--- src/rtl/nand_busy_watchdog_pkg.sv ---
// Shared types and constants for the NAND R/B# busy watchdog.
// State encoding, operation classes and default timeout limits.
package nand_wd_pkg;

    typedef enum logic [1:0] {
        ST_IDLE      = 2'd0,
        ST_WAIT_FALL = 2'd1,
        ST_WAIT_RISE = 2'd2,
        ST_FAULT     = 2'd3
    } wd_state_e;

    typedef enum logic [1:0] {
        OP_READ  = 2'd0,
        OP_PROG  = 2'd1,
        OP_ERASE = 2'd2,
        OP_RST   = 2'd3
    } op_kind_e;

    localparam int CNT_W = 24;
    localparam logic [CNT_W-1:0] CNT_MAX = {CNT_W{1'b1}};

    localparam int TWB_MAX_DEF = 10;
    localparam int T_READ_DEF  = 5000;
    localparam int T_PROG_DEF  = 50000;
    localparam int T_ERASE_DEF = 500000;
    localparam int T_RST_DEF   = 50000;

    // Increment that sticks at full scale instead of wrapping.
    function automatic logic [CNT_W-1:0] sat_inc(input logic [CNT_W-1:0] v);
        return (v == CNT_MAX) ? v : v + 1'b1;
    endfunction

endpackage

--- src/rtl/nand_busy_watchdog_if.sv ---
// Command/status bundle between the flash sequencer and the busy watchdog.
interface nand_busy_watchdog_if;
    import nand_wd_pkg::*;

    logic             op_start;
    logic [1:0]       op_kind;
    logic             rb_n;
    logic             clr_fault;
    logic             nandflash_busy_Noresponse;
    logic             op_done;
    logic [CNT_W-1:0] busy_cycles;
    logic             wd_busy;

    modport master (
        output op_start, op_kind, rb_n, clr_fault,
        input  nandflash_busy_Noresponse, op_done, busy_cycles, wd_busy
    );

    modport slave (
        input  op_start, op_kind, rb_n, clr_fault,
        output nandflash_busy_Noresponse, op_done, busy_cycles, wd_busy
    );

endinterface

--- src/rtl/nand_busy_watchdog_rb_sync.sv ---
// Two-flop synchronizer for the raw R/B# pin; resets to the ready level (1).
module nand_rb_sync (
    input  logic clk,
    input  logic rst,
    input  logic d,
    output logic q
);

    logic meta_q, meta_d;
    logic sync_q, sync_d;

    always_comb begin
        meta_d = d;
        sync_d = meta_q;
    end

    always_ff @(posedge clk or negedge rst) begin
        if (!rst) begin
            meta_q <= 1'b1;
            sync_q <= 1'b1;
        end else begin
            meta_q <= meta_d;
            sync_q <= sync_d;
        end
    end

    assign q = sync_q;

endmodule

--- src/rtl/nand_busy_watchdog.sv ---
// Watches NAND R/B# after each command: flags a missing busy fall or an
// over-long busy period, and reports the busy duration of good operations.
module nand_busy_watchdog
    import nand_wd_pkg::*;
#(
    parameter int TWB_MAX = TWB_MAX_DEF,
    parameter int T_READ  = T_READ_DEF,
    parameter int T_PROG  = T_PROG_DEF,
    parameter int T_ERASE = T_ERASE_DEF,
    parameter int T_RST   = T_RST_DEF
) (
    input logic               clk,
    input logic               rst,
    nand_busy_watchdog_if.slave bus
);

    localparam logic [CNT_W-1:0] TWB_LAST  = CNT_W'(TWB_MAX - 1);
    localparam logic [CNT_W-1:0] LIM_READ  = CNT_W'(T_READ);
    localparam logic [CNT_W-1:0] LIM_PROG  = CNT_W'(T_PROG);
    localparam logic [CNT_W-1:0] LIM_ERASE = CNT_W'(T_ERASE);
    localparam logic [CNT_W-1:0] LIM_RST   = CNT_W'(T_RST);

    logic rb_s;

    nand_rb_sync u_rb_sync (
        .clk (clk),
        .rst (rst),
        .d   (bus.rb_n),
        .q   (rb_s)
    );

    wd_state_e        state_q, state_d;
    logic [CNT_W-1:0] cnt_q, cnt_d;
    logic [CNT_W-1:0] limit_q, limit_d;
    logic [CNT_W-1:0] busy_cycles_q, busy_cycles_d;
    logic             op_done_q, op_done_d;
    logic             fault_q, fault_d;
    logic             wd_busy_q, wd_busy_d;

    always_comb begin
        state_d       = state_q;
        cnt_d         = cnt_q;
        limit_d       = limit_q;
        busy_cycles_d = busy_cycles_q;
        op_done_d     = 1'b0;

        case (state_q)
            ST_IDLE: begin
                if (bus.op_start) begin
                    case (op_kind_e'(bus.op_kind))
                        OP_READ:  limit_d = LIM_READ;
                        OP_PROG:  limit_d = LIM_PROG;
                        OP_ERASE: limit_d = LIM_ERASE;
                        default:  limit_d = LIM_RST;
                    endcase
                    cnt_d   = '0;
                    state_d = ST_WAIT_FALL;
                end
            end
            ST_WAIT_FALL: begin
                if (!rb_s) begin
                    cnt_d   = '0;
                    state_d = ST_WAIT_RISE;
                end else if (cnt_q == TWB_LAST) begin
                    state_d = ST_FAULT;
                end else begin
                    cnt_d = sat_inc(cnt_q);
                end
            end
            ST_WAIT_RISE: begin
                // Ready wins over a timeout landing on the same edge.
                if (rb_s) begin
                    busy_cycles_d = sat_inc(cnt_q);
                    op_done_d     = 1'b1;
                    state_d       = ST_IDLE;
                end else if (cnt_q == limit_q - 1'b1) begin
                    state_d = ST_FAULT;
                end else begin
                    cnt_d = sat_inc(cnt_q);
                end
            end
            ST_FAULT: begin
                if (bus.clr_fault) begin
                    state_d = ST_IDLE;
                end
            end
            default: state_d = ST_IDLE;
        endcase

        // Status flags are registered from the next state so they track state_q exactly.
        fault_d   = (state_d == ST_FAULT);
        wd_busy_d = (state_d != ST_IDLE);
    end

    always_ff @(posedge clk or negedge rst) begin
        if (!rst) begin
            state_q       <= ST_IDLE;
            cnt_q         <= '0;
            limit_q       <= '0;
            busy_cycles_q <= '0;
            op_done_q     <= 1'b0;
            fault_q       <= 1'b0;
            wd_busy_q     <= 1'b0;
        end else begin
            state_q       <= state_d;
            cnt_q         <= cnt_d;
            limit_q       <= limit_d;
            busy_cycles_q <= busy_cycles_d;
            op_done_q     <= op_done_d;
            fault_q       <= fault_d;
            wd_busy_q     <= wd_busy_d;
        end
    end

    assign bus.nandflash_busy_Noresponse = fault_q;
    assign bus.op_done                   = op_done_q;
    assign bus.busy_cycles               = busy_cycles_q;
    assign bus.wd_busy                   = wd_busy_q;

endmodule

--- src/flat_wrapper.sv ---
// flat-port wrapper written by rule: the top's interface ports become plain ports
module nand_busy_watchdog_flat import nand_wd_pkg::*;
#(
    parameter int TWB_MAX = TWB_MAX_DEF,
    parameter int T_READ  = T_READ_DEF,
    parameter int T_PROG  = T_PROG_DEF,
    parameter int T_ERASE = T_ERASE_DEF,
    parameter int T_RST   = T_RST_DEF
)
  (clk, rst, bus_op_start, bus_op_kind, bus_rb_n, bus_clr_fault, bus_nandflash_busy_Noresponse, bus_op_done, bus_busy_cycles, bus_wd_busy);
  nand_busy_watchdog_if bus_i ();
  input logic clk;
  input logic rst;
  input wire logic [$bits(bus_i.op_start)-1:0] bus_op_start;
  input wire logic [$bits(bus_i.op_kind)-1:0] bus_op_kind;
  input wire logic [$bits(bus_i.rb_n)-1:0] bus_rb_n;
  input wire logic [$bits(bus_i.clr_fault)-1:0] bus_clr_fault;
  output wire logic [$bits(bus_i.nandflash_busy_Noresponse)-1:0] bus_nandflash_busy_Noresponse;
  output wire logic [$bits(bus_i.op_done)-1:0] bus_op_done;
  output wire logic [$bits(bus_i.busy_cycles)-1:0] bus_busy_cycles;
  output wire logic [$bits(bus_i.wd_busy)-1:0] bus_wd_busy;
  assign bus_i.op_start = bus_op_start;
  assign bus_i.op_kind = bus_op_kind;
  assign bus_i.rb_n = bus_rb_n;
  assign bus_i.clr_fault = bus_clr_fault;
  assign bus_nandflash_busy_Noresponse = bus_i.nandflash_busy_Noresponse;
  assign bus_op_done = bus_i.op_done;
  assign bus_busy_cycles = bus_i.busy_cycles;
  assign bus_wd_busy = bus_i.wd_busy;
  nand_busy_watchdog #(.TWB_MAX(TWB_MAX), .T_READ(T_READ), .T_PROG(T_PROG), .T_ERASE(T_ERASE), .T_RST(T_RST)) u_core (.clk(clk), .rst(rst), .bus(bus_i));
endmodule
--- config.mk ---
export PLATFORM = sky130hd
export DESIGN_NAME = nand_busy_watchdog_flat
export DESIGN_NICKNAME = d
export VERILOG_FILES = /design/src/rtl/nand_busy_watchdog_pkg.sv /design/src/rtl/nand_busy_watchdog_if.sv /design/src/rtl/nand_busy_watchdog_rb_sync.sv /design/src/rtl/nand_busy_watchdog.sv /design/src/flat_wrapper.sv
export SDC_FILE = /design/constraint.sdc
export NUM_CORES = 1
export LEC_CHECK = 0
export BUFFER_PORTS_ARGS = -buffer_cell sky130_fd_sc_hd__buf_2
export CAP_MARGIN = 10
export CORE_MARGIN = 2
export CORE_UTILIZATION = 60
export CTS_CLUSTER_DIAMETER = 60
export DETAILED_ROUTE_END_ITERATION = 8
export HOLD_SLACK_MARGIN = 0.03
export PLACE_DENSITY = 0.84
export SLEW_MARGIN = 20
export SYNTH_ARGS = -nofsm -noshare
export SYNTH_HDL_FRONTEND = slang
export SYNTH_SLANG_ARGS = --single-unit
--- constraint.sdc ---
create_clock -name clk -period 4.2 [get_ports clk]
set_clock_uncertainty 0.2 [all_clocks]
set_input_delay 0.42 -clock clk [delete_from_list [all_inputs] [get_ports clk]]
set_output_delay 0.42 -clock clk [all_outputs]
set_load 0.02 [all_outputs]
### Word level (Yosys, flattened, before mapping)

Index checks and enable logic that the tools add are counted.

| operators by class | value |
|---|---|
| $mul | 0 |
| add/sub/neg operators | 2 |
| equal/unequal tests | 12 |
| reductions and logical operators | 7 |
| muxes and demuxes | 17 |
| order comparisons | 0 |
| bitwise logic cells | 0 |
| divide/modulo/power cells | 0 |
| shifts and indexed selects | 0 |

Operators with widths:

| operator | count |
|---|---|
| two-way mux 24 bit | 6 |
| case mux 24 bit (3 select lines) | 1 |
| case mux 19 bit (2 select lines) | 1 |
| adder 24 x 1 -> 24 bit (second input constant) | 1 |
| equality test 24 bit | 1 |
| equality test 24 bit (second input constant) | 1 |
| equality test 24 x 4 -> 1 bit (second input constant) | 1 |
| subtractor 24 x 1 -> 24 bit (second input constant) | 1 |
| two-way mux 2 bit | 6 |
| equality test 2 bit (second input constant) | 4 |
| case mux 2 bit (4 select lines) | 1 |
| != test 2 bit (second input constant) | 3 |
| AND reduction 5 bit | 1 |
| logical NOT 2 bit | 2 |
| AND reduction 2 bit | 2 |
| != test 3 bit (second input constant) | 1 |
| nonzero test 3 bit | 1 |
| equality test 2 x 1 -> 1 bit (second input constant) | 1 |
| two-way mux 1 bit | 2 |
| nonzero test 2 bit | 1 |

| word-level totals | value |
|---|---|
| bits in registers | 79 |
| bits of input ports | 7 |
| word-level logic and storage cells | 47 |
| ROM bits | 0 |
| memories kept | 0 |
| RAM bits | 0 |
| bits in latches | 0 |

### Depth between registers and ports, before layout

Gate-level depths: netlist of the first run.

| logic depth | value |
|---|---|
| depth in word-level cells | 6 |
| depth in mapped cells | 12 |
| gate-level depth less buffers | 9 |

### Cells and area by module

From an unflattened synthesis of the first run, not the netlist that was laid out.

| second synthesis, totals | value |
|---|---|
| cells, all modules | 420 |
| area, all modules | 3686.0 um2 |

By module, submodules not included:

| module | cells an instance | area each (um2) | times used |
|---|---|---|---|
| nand_busy_watchdog | 418 | 3633.5 | 1 |
| nand_rb_sync | 2 | 52.6 | 1 |

### Worst setup path before layout of the first run

OpenSTA, ideal clock, no wires.

| timing path | value |
|---|---|
| kind | reg-to-reg |
| start | register u_core.limit_q[14] |
| end | register u_core.cnt_q[8] |
| stages on the path, launching flop included | 13 |
| slack | 970 ps |
| buffers on the path | 3 |
| arrival | 2894 ps |
| setup time | 136 ps |
| cell sequence | dfrtp_1 > clkbuf_1 > inv_1 > ha_1 > nor4b_4 > nand2_1 > o221a_2 > or4b_1 > nor3_4 > or3_1 > buf_4 > buf_6 > o31ai_1 |

| between the ends | value |
|---|---|
| longest elaborated chain between the ends | 4 |

Ends and longest elaborated chain:

| element | line | source |
|---|---|---|
| start: declaration | nand_busy_watchdog.sv:34 | `logic [CNT_W-1:0] limit_q, limit_d;` |
| start signal: assignment | nand_busy_watchdog.sv:107 | `limit_q <= limit_d;` |
| subtractor 24 x 1 -> 24 bit | nand_busy_watchdog.sv:76 | `end else if (cnt_q == limit_q - 1'b1) begin` |
| equality test 24 bit | nand_busy_watchdog.sv:76 |  |
| != test 2 bit (no line) | - |  |
| AND reduction 5 bit (no line) | - |  |
| end signal: assignment | nand_busy_watchdog.sv:106 | `cnt_q <= cnt_d;` |
| end: declaration | nand_busy_watchdog.sv:33 | `logic [CNT_W-1:0] cnt_q, cnt_d;` |

Every way passes these cells.
A chain may end at the register's enable or synchronous reset.

### Worst setup path in the final report of the first run

| timing path | value |
|---|---|
| start | register u_core.limit_q[12] |
| end | register u_core.cnt_q[1] |

The elaborated chain is that of the path after synthesis.

==> results_dict.tcl, run 1 <==
set metrics [dict create \
    status "finished clean" \
    met3_usage 0.0643 \
    drive_gt1_frac 0.146 \
    vdd.ir_drop.worst_v 0.000546 \
    avgSynthCellArea_sq_um 8.83 \
    die_h_um 83.8 \
    syn_nets 448 \
    initial_core_util 0.612 \
    synthTopCellsByArea "dfrtp_1, o21ai_0, o31ai_1, nand2_1, xnor2_1" \
    fmax_mhz 278 \
    die_area_sq_um 7020 \
    setup_viol 0 \
    rows 29 \
    drc 0 \
    crit_type "reg -> reg" \
    hold_viol_final 0 \
    multi_input_area_sq_um 2080 \
    crit_buf_inv 2 \
    synth_area_sq_um 3820 \
    ioPinCount 34 \
    max-slew-margin-rel 0.453 \
    clkTransAtPathRegs_ps 80 \
    vias 3418 \
    required_ps 4250 \
    wl_per_cell_um 17.3 \
    slowest_stage "or4b_1" \
    clkLatencyLatePin_ps 360 \
    endpoint_kind "register" \
    use_met2 0.444 \
    cts_resized 0 \
    final_cell_mix "dfrtp_1, nand2_1, o21ai_0, buf_2, nor2_1" \
    grt.met1_usage 0.364 \
    period_share 0.858 \
    firstDrtPassIters 5 \
    hpwl_um 6590 \
    powerDensity_nw_per_um2 510 \
    start_kind "register" \
    antenna_found_initial 0 \
    postCtsHoldBufs 2 \
    synth_top_cell_by_area "dfrtp_1" \
    post-route-util 0.671 \
    top_usage_layer "met2" \
    hp-class "in -> reg" \
    grt_pass1_vias 3212 \
    fin_setup_tns_ps 0 \
    final.setup.worst_slack_ps 597 \
    areaGrowthSynthToFinish_pct 9.49 \
    cts_tree "yes" \
    critPathArrivalTime_ps 3650 \
    place_congestion 0.974 \
    diodes 0 \
    clock_path_buffers 2 \
    drv_cap 0 \
    routed_wl_um 9170 \
    leakagePower_nw 1.87 \
    synth_cells 433 \
    cpLargestDelayFamily "simple AND/OR/NAND/NOR gates" \
    core_area_sq_um 6240 \
    cts_buffers 9 \
    synthDistinctLibCells 65 \
    numPortBuffers 33 \
    synth_edf_count 0 \
    drtIter0Drc 360 \
    track_usage 0.276 \
    nNetsFinal 463 \
    overflow 0 \
    ys_seq_elements 61 \
    die_x_um 83.8 \
    yosysTopAreaCellShare 0.386 \
    synthArstFlopShare 1.00 \
    slowest_delay_ps 560 \
    path_max_fanout 26 \
    synth_flop_cell "dfrtp_1" \
    layout_min_cycle_time_ps 3600 \
    drv_slew 0 \
    cts_root_buf "clkbuf_8" \
    htree_levels 3 \
    fillers 505 \
    r2r_slack_ps 600 \
    layout_commonest_cell "dfrtp_1" \
    seq_area_frac_synth 0.400 \
    crit_chain "inv_1 > ha_1 > nor4b_4 > nand2_1 > o221a_2 > or4b_1 > nor3_4 > buf_4 > nor3_1 > a22o_1" \
    grt_max_degree 48 \
    clock_sinks 61 \
    grt_first_pass_wirelength_um 15500 \
    avgViaCountPerCell 6.45 \
    ant_nets 0 \
    pre_cts_ws_ps 639 \
    rsz0062_at_grt "no" \
    tightest_slew_ps 813 \
    yosys_warnings 0 \
    post-cts-setup-buffer-count 0 \
    seq_area_sq_um 1530 \
]
## worst paths after layout
check / cells after the start / startpoint / to
min in group asynchronous: 2 / rst / u_core.cnt_q[9]
max in group asynchronous: 3 / rst / u_core.bus.busy_cycles[11]
hold reg to reg: 0 / u_core.u_rb_sync.meta_q / u_core.u_rb_sync.q
setup / recovery: 10 / u_core.limit_q[12] / u_core.cnt_q[1]
setup reg to reg: 10 / u_core.limit_q[12] / u_core.cnt_q[1]
hold / removal: 2 / bus_op_kind[1] / u_core.limit_q[9]
## cell families (layout without fill, tap and decap cells)
| kind of cell | count (synthesis) | after routing | share of synthesized area |
|---|---|---|---|
| flops | 61 | 61 | 0.400 |
| simple gates | 158 | 158 | 0.222 |
| compound gates | 124 | 124 | 0.223 |
| fa+ha+maj | 8 | 8 | 0.0262 |
| buf+inv | 51 | 71 | 0.0560 |
| mux | 5 | 5 | 0.0137 |
| xor+xnor | 26 | 26 | 0.0596 |
## where the power goes
part           leakage (nW)  switching, mW  internal [mW]
registers             0.818          0.108          0.662
clock network        0.0996          0.253          0.275
logic                 0.954          0.494          0.341
## synth_stat cells, types with 3 or more instances
library cell and count:
nand2b_1 3, inv_1 14, clkbuf_1 29, a211o_1 3
xnor2_1 15, xor2_1 11, mux2i_1 3, and3_1 3
and2_1 5, a21oi_1 6, nand3_1 16, o41ai_1 5
or2_2 3, dfrtp_1 59, ha_1 8, nor4_1 7
nand2_1 44, or4b_1 4, nor2b_1 3, or3_1 4
o21a_1 3, a31oi_1 6, buf_2 3, nor2_1 27
o21ai_0 38, nand4_1 10, a21o_1 12, nor3_1 13
o31ai_1 23, a22o_1 4
## layer usage
| layer | wire (um) | vias to the layer above | share of wire |
|---|---|---|---|
| met5 | 0 | - | 0 |
| met4 | 268 | 0 | 0.029 |
| met3 | 831 | 31 | 0.091 |
| met2 | 4300 | 189 | 0.47 |
| met1 | 3770 | 1579 | 0.41 |
| li1 | - | 1619 | - |
## state kept, by name, indices dropped and copies added, names as in the netlist
name	cells
u_core.limit_q	6
u_core.bus.busy_cycles	24
u_core.u_rb_sync.meta_q	1
u_core.bus.op_done	1
u_core.bus.nandflash_busy_Noresponse	1
u_core.cnt_q	24
u_core.bus.wd_busy	1
u_core.state_q	2
u_core.u_rb_sync.q	1
## area by class of cell
cell class              count  share of cell area
flip-flops and latches     61               0.365
clock buffers               9              0.0296
inverters                  14              0.0126
clock inverters             7              0.0176
multi-input cells         321               0.497
well taps                  77              0.0230
repair buffers             41              0.0550
## per-stage QoR
stage | hold WS, ps | power (mW) | cells | area, sq um
after detailed placement | 149 | 1.60 | 512 | 3970
after global placement | 146 | 1.57 | 512 | 3970
final | 66.4 | 2.13 | 530 | 4190
after global routing | 70.6 | 2.27 | 530 | 4190
after CTS | 52.9 | 2.13 | 530 | 4190
after floorplan | -75.6 | 1.42 | 433 | 3820
Note: power is estimated with default switching activity, not from simulation.
==> run 2, diff against run 1 <==
Settings changed: CORE_UTILIZATION 60 to 54, PLACE_DENSITY 0.84 to 0.8.
Clock period 4.2 ns to 3.18 ns, I/O delays scaled along.
==> run 2 against run 1 <==
- combinational power up 60%
- total power up 43%
- die area increased by 11%
- global-route usage is 0.94 points lower
- sequential power grew 27%
- via count up 2.8%
- worst setup slack got worse by 480 ps
- design area is 5.8% higher
- first-iteration DRC count fell by 19%
- core utilization fell by 2.2 points
- largest power group unchanged
==> results_dict.tcl, run 2 (synthesis results as in run 1) <==
set metrics [dict create \
    hold_viol_final 0 \
    rsz0062_at_grt "yes" \
    firstDrtPassIters 5 \
    nNetsFinal 481 \
    clock_sinks 61 \
    areaGrowthSynthToFinish_pct 15.8 \
    power_mw 3.04 \
    numPortBuffers 33 \
    vias 3513 \
    initial_core_util 0.560 \
    wl_per_cell_um 17.6 \
    max-slew-margin-rel 0.378 \
    final_cell_mix "dfrtp_1, nand2_1, o21ai_0, buf_2, nor2_1" \
    critPathArrivalTime_ps 3130 \
    drive_gt1_frac 0.191 \
    grt_pass1_vias 3164 \
    rr_worst_depth 8 \
    required_ps 3240 \
    cts_tree "yes" \
    hpwl_um 6950 \
    htree_levels 3 \
    start_kind "register" \
    clkTransAtPathRegs_ps 70 \
    period_share 0.965 \
    cts_root_buf "clkbuf_8" \
    die_h_um 88.1 \
    cts_buffers 9 \
    drc 0 \
    routed_wl_um 9950 \
    pwr-share-comb 0.439 \
    r2r_start "u_core.limit_q[12]" \
    leakagePower_nw 1.99 \
    dp.cells 545 \
    p_switching_mw 1.19 \
    powerDensity_nw_per_um2 687 \
    grt_max_degree 48 \
    rows 30 \
    fmax_mhz 326 \
    crit_type "reg -> reg" \
    overflow 0 \
    whs_path_depth 2 \
    drv_cap 0 \
    crit_start "u_core.limit_q[12]" \
    ant_nets 0 \
    die_x_um 88.1 \
    layout_commonest_cell "dfrtp_1" \
    fin_cells 567 \
    hp-class "in -> reg" \
    path_max_fanout 10 \
    pwr-share-seq 0.320 \
    antenna_found_initial 0 \
    tightest_slew_ps 933 \
    fillers 598 \
    setup_viol 0 \
    clock_path_buffers 2 \
    avgViaCountPerCell 6.20 \
    diodes 0 \
    ioPinCount 34 \
    track_usage 0.266 \
    layout_min_cycle_time_ps 3070 \
    grt_first_pass_wirelength_um 16000 \
    clkLatencyLatePin_ps 340 \
    die_area_sq_um 7770 \
    core_area_sq_um 6830 \
    drtIter0Drc 293 \
    drv_slew 0 \
    pwr-share-clk 0.241 \
    internal_power_mw 1.86 \
    min_from "bus_op_kind[0]" \
    vdd.ir_drop.worst_v 0.000612 \
    place_congestion 0.957 \
    status "finished clean" \
    endpoint_kind "register" \
    netSwitchingFraction 0.390 \
]
run 2: changes by cell type in the layout (fill, tap and decap cells not counted), moves of 2 or more:
cell	before	now
clkinv_4	2	0
clkbuf_8	9	12
inv_2	0	2
buf_4	6	20
inv_1	14	12
run 2: timing repair:
action / in CTS / in global routing
hold buffers: 3 / 0
setup buffers: 0 / 2
resized for setup: 0 / 7
endpoints found under the hold margin: 41 / 0
endpoints found under the setup margin: 0 / 27
run 2: power groups by stage:
stage | clock network (mW) | logic [mW] | registers, mW
final | 0.734 | 1.34 | 0.974
after global placement | 0 | 1.21 | 0.980
after floorplan | 0 | 0.875 | 1.02
after CTS | 0.745 | 1.26 | 0.970
after detailed placement | 0 | 1.24 | 0.986
after global routing | 0.780 | 1.47 | 0.987
run 2: cell type report:
class                   instances  area [sq um]  area share
multi-input cells             321          2110       0.477
inverters                      14          52.6      0.0119
clock inverters                 3          42.5     0.00961
flip-flops and latches         61          1530       0.345
clock buffers                  13           169      0.0381
well taps                      96           120      0.0271
repair buffers                 59           402      0.0907
run 2: per-stage QoR:
stage	TNS [ps]	utilization	setup slack [ps]	area, sq um	hold WS, ps
final	0	0.648	112	4430	41.1
after global routing	-454	0.648	-34.5	4430	55.0
after CTS	0	0.639	33.9	4370	41.0
after detailed placement	0	0.604	76.5	4130	153
after global placement	0	0.604	156	4130	146
after floorplan	0	-	22.8	3840	-178
run 2: metal layers:
layer  share of wire  wire length, um  global-route usage
met1            0.43             4260               0.373
met5               0                0                   0
met2            0.48             4750               0.423
met4           0.023              224              0.0771
met3           0.072              718              0.0509
run 2: final timing paths:
path                                                         to  slack [ps]
max                        u_core.bus.nandflash_busy_Noresponse         110
min                                          u_core.limit_q[14]          40
max reg2reg                u_core.bus.nandflash_busy_Noresponse         110
min reg2reg                                  u_core.u_rb_sync.q         160
max in group asynchronous                      u_core.cnt_q[12]        1570
min in group asynchronous             u_core.bus.busy_cycles[4]         460
run 2: worst max-delay path: stages, from the launching register on:
cell and delay (ps):
dfrtp_1 380, buf_4 180, or4b_1 560, or4_4 510, nand2_1 80, nand3_1 70
or4_4 570, a211o_1 310, nor2b_1 130
==> run 3, diff against run 2 <==
Settings changed: SYNTH_HIERARCHICAL set to 1.
==> run 3 against run 2 <==
- sequential share of layout area increased by 1.4 points
- critical path type unchanged
- synthesized cell count decreased by 3.0%
- die area decreased by 3.4%
- worst hold slack improved by 48 ps
- largest power group unchanged
- design area decreased by 3.9%
- global-route usage decreased by 1.7 points
- maximum frequency increased by 0.10%
- register-to-register slack about the same
- count of clock-buffer cells in the layout decreased by 4
- critical path depth increased by 1
==> results_dict.tcl, run 3 <==
set metrics [dict create \
    yosysTopAreaCellShare 0.401 \
    synth_area_sq_um 3690 \
    vias 3322 \
    cts_buffers 9 \
    avgSynthCellArea_sq_um 8.78 \
    clkTransAtPathRegs_ps 70 \
    rows 30 \
    reg2reg_to "u_core/cnt_q[10]" \
    fin_setup_tns_ps 0 \
    r2r_start "u_core/limit_q[12]" \
    post-route-util 0.637 \
    rr_worst_depth 9 \
    period_share 0.964 \
    drv_cap 0 \
    grt_max_degree 48 \
    rsz0062_at_grt "no" \
    met3_usage 0.0676 \
    use_met2 0.391 \
    drv_slew 0 \
    nNetsFinal 465 \
    grt_pass1_vias 3002 \
    critPathArrivalTime_ps 3110 \
    setup_viol 0 \
    hp-class "in -> reg" \
    clock_sinks 61 \
    ys_seq_elements 61 \
    layout_commonest_cell "dfrtp_1" \
    antenna_found_initial 0 \
    r2r_slack_ps 110 \
    diodes 0 \
    place_congestion 0.955 \
    slowest_stage "or4b_4" \
    cts_root_buf "clkbuf_8" \
    hold_end "u_core/limit_q[15]" \
    clock_path_buffers 2 \
    synth_flop_cell "dfrtp_1" \
    synth_common_cells "dfrtp_1, o21ai_0, nand2_1, clkbuf_1, o31ai_1" \
    yosysMostFrequentCell "dfrtp_1" \
    min_from "bus_op_start" \
    whs_path_depth 3 \
    synth_cells 420 \
    areaGrowthSynthToFinish_pct 15.4 \
    die_area_sq_um 7500 \
    tightest_slew_ps 892 \
    final_cell_mix "dfrtp_1, o21ai_0, nand2_1, buf_2, o31ai_1" \
    fillers 573 \
    path_max_fanout 11 \
    overflow 0 \
    hpwl_um 6040 \
    max-slew-margin-rel 0.405 \
    cts_tree "yes" \
    htree_levels 3 \
    start_kind "register" \
    track_usage 0.249 \
    drtIter0Drc 304 \
    crit_buf_inv 1 \
    synthTopCellsByArea "dfrtp_1, o21ai_0, o31ai_1, nand2_1, xor2_1" \
    yosys_warnings 6 \
    crit_type "reg -> reg" \
    grt.met1_usage 0.327 \
    top_usage_layer "met2" \
    synth_edf_count 0 \
    fmax_mhz 326 \
    routed_wl_um 9000 \
    clkLatencyLatePin_ps 350 \
    syn_nets 436 \
    layout_min_cycle_time_ps 3070 \
    slowest_delay_ps 480 \
    status "finished clean" \
    hold_viol_final 0 \
    synthArstFlopShare 1.00 \
    firstDrtPassIters 5 \
    leakagePower_nw 1.93 \
    wl_per_cell_um 16.9 \
    ant_nets 0 \
    core_area_sq_um 6680 \
    endpoint_kind "register" \
    post-cts-setup-buffer-count 0 \
    ioPinCount 34 \
    drive_gt1_frac 0.183 \
    vdd.ir_drop.worst_v 0.000384 \
    powerDensity_nw_per_um2 670 \
    synth_top_cell_by_area "dfrtp_1" \
    drc 0 \
    seq_area_frac_synth 0.415 \
    cpLargestDelayFamily "simple AND/OR/NAND/NOR gates" \
    grt_first_pass_wirelength_um 14500 \
    crit_chain "inv_1 > ha_4 > or4b_4 > o311a_1 > o211ai_1 > nor4_1 > and4_2 > or3_4 > o31ai_1" \
    die_x_um 86.6 \
    die_h_um 86.6 \
    required_ps 3220 \
    numPortBuffers 33 \
    synthDistinctLibCells 50 \
    initial_core_util 0.552 \
    avgViaCountPerCell 6.22 \
]
## run 3: cell count changes in the layout (fill, tap and decap cells not counted), moves of 6 or more
cell and delta:
nor3_1 -6, xor2_1 +6, a21o_1 -9, o21ai_0 +13
a21oi_1 +7, o31ai_1 +7
## run 3: repair_timing
action                                  4_1_cts  5_1_grt
endpoints found under the setup margin        0       24
hold buffers                                  4        0
endpoints found under the hold margin        16        0
resized for setup                             0        6
## run 3: cell type report
| type | count | area (sq um) | share of cell area |
|---|---|---|---|
| Timing Repair Buffer | 53 | 329 | 0.0773 |
| Multi-Input combinational cell | 311 | 2000 | 0.470 |
| Clock buffer | 9 | 124 | 0.0291 |
| Tap cell | 80 | 100 | 0.0235 |
| Inverter | 13 | 48.8 | 0.0115 |
| Clock inverter | 7 | 123 | 0.0288 |
| Sequential cell | 61 | 1530 | 0.359 |
## run 3: worst max-delay path by stage
stage                  startpoint          endpoint  slack [ps]  depth (start not counted)
2_1_floorplan  u_core/limit_q[12]  u_core/cnt_q[12]          20                         12
3_3_place_gp   u_core/limit_q[12]   u_core/cnt_q[7]         220                          9
3_5_place_dp   u_core/limit_q[12]   u_core/cnt_q[5]         130                          9
4_1_cts        u_core/limit_q[12]   u_core/cnt_q[5]         120                          9
5_1_grt        u_core/limit_q[12]   u_core/cnt_q[3]           2                         10
6_report       u_core/limit_q[12]  u_core/cnt_q[10]         110                          9
## run 3: tightest hold or removal path, stage by stage
cell     delay, ps
buf_2          120
a21oi_1         80
nor2_1          80
## run 3: through the flow
stage | cells | area, sq um | hold slack [ps] | power (mW) | setup WS (ps)
after CTS | 533 | 4210 | 85.1 | 2.82 | 116
after global routing | 534 | 4260 | 116 | 3.02 | 2.45
after detailed placement | 513 | 3920 | 38.3 | 1.96 | 128
final | 534 | 4260 | 88.8 | 2.85 | 115
after floorplan | 420 | 3700 | -178 | 1.72 | 17.0
after global placement | 513 | 3920 | 33.4 | 1.93 | 216
## run 3: where the power goes
group          internal [mW]  switching (mW)  total [mW]
Clock                  0.524           0.323       0.847
Sequential             0.859          0.0997       0.959
Combinational          0.407           0.640        1.05
Total                   1.79            1.06        2.85
## run 3: cell families (layout without fill, tap and decap cells)
logic type               count (synthesis)  in the layout  share of synthesized area
AO/OA/AOI/OAI                          130            130                      0.227
XOR/XNOR                                29             29                     0.0689
adder cells (fa/ha/maj)                  9              9                     0.0306
buffers and inverters                   49             82                     0.0567
flip-flops                              61             61                      0.415
multiplexers                             1              1                    0.00305
AND/OR/NAND/NOR                        141            142                      0.199
## run 3: metal layers
metal  vias up  part of all wire
met1      1569              0.43
li1       1573                 -
met4         0             0.022
met2       156              0.48
met3        24             0.067
met5         -                 0
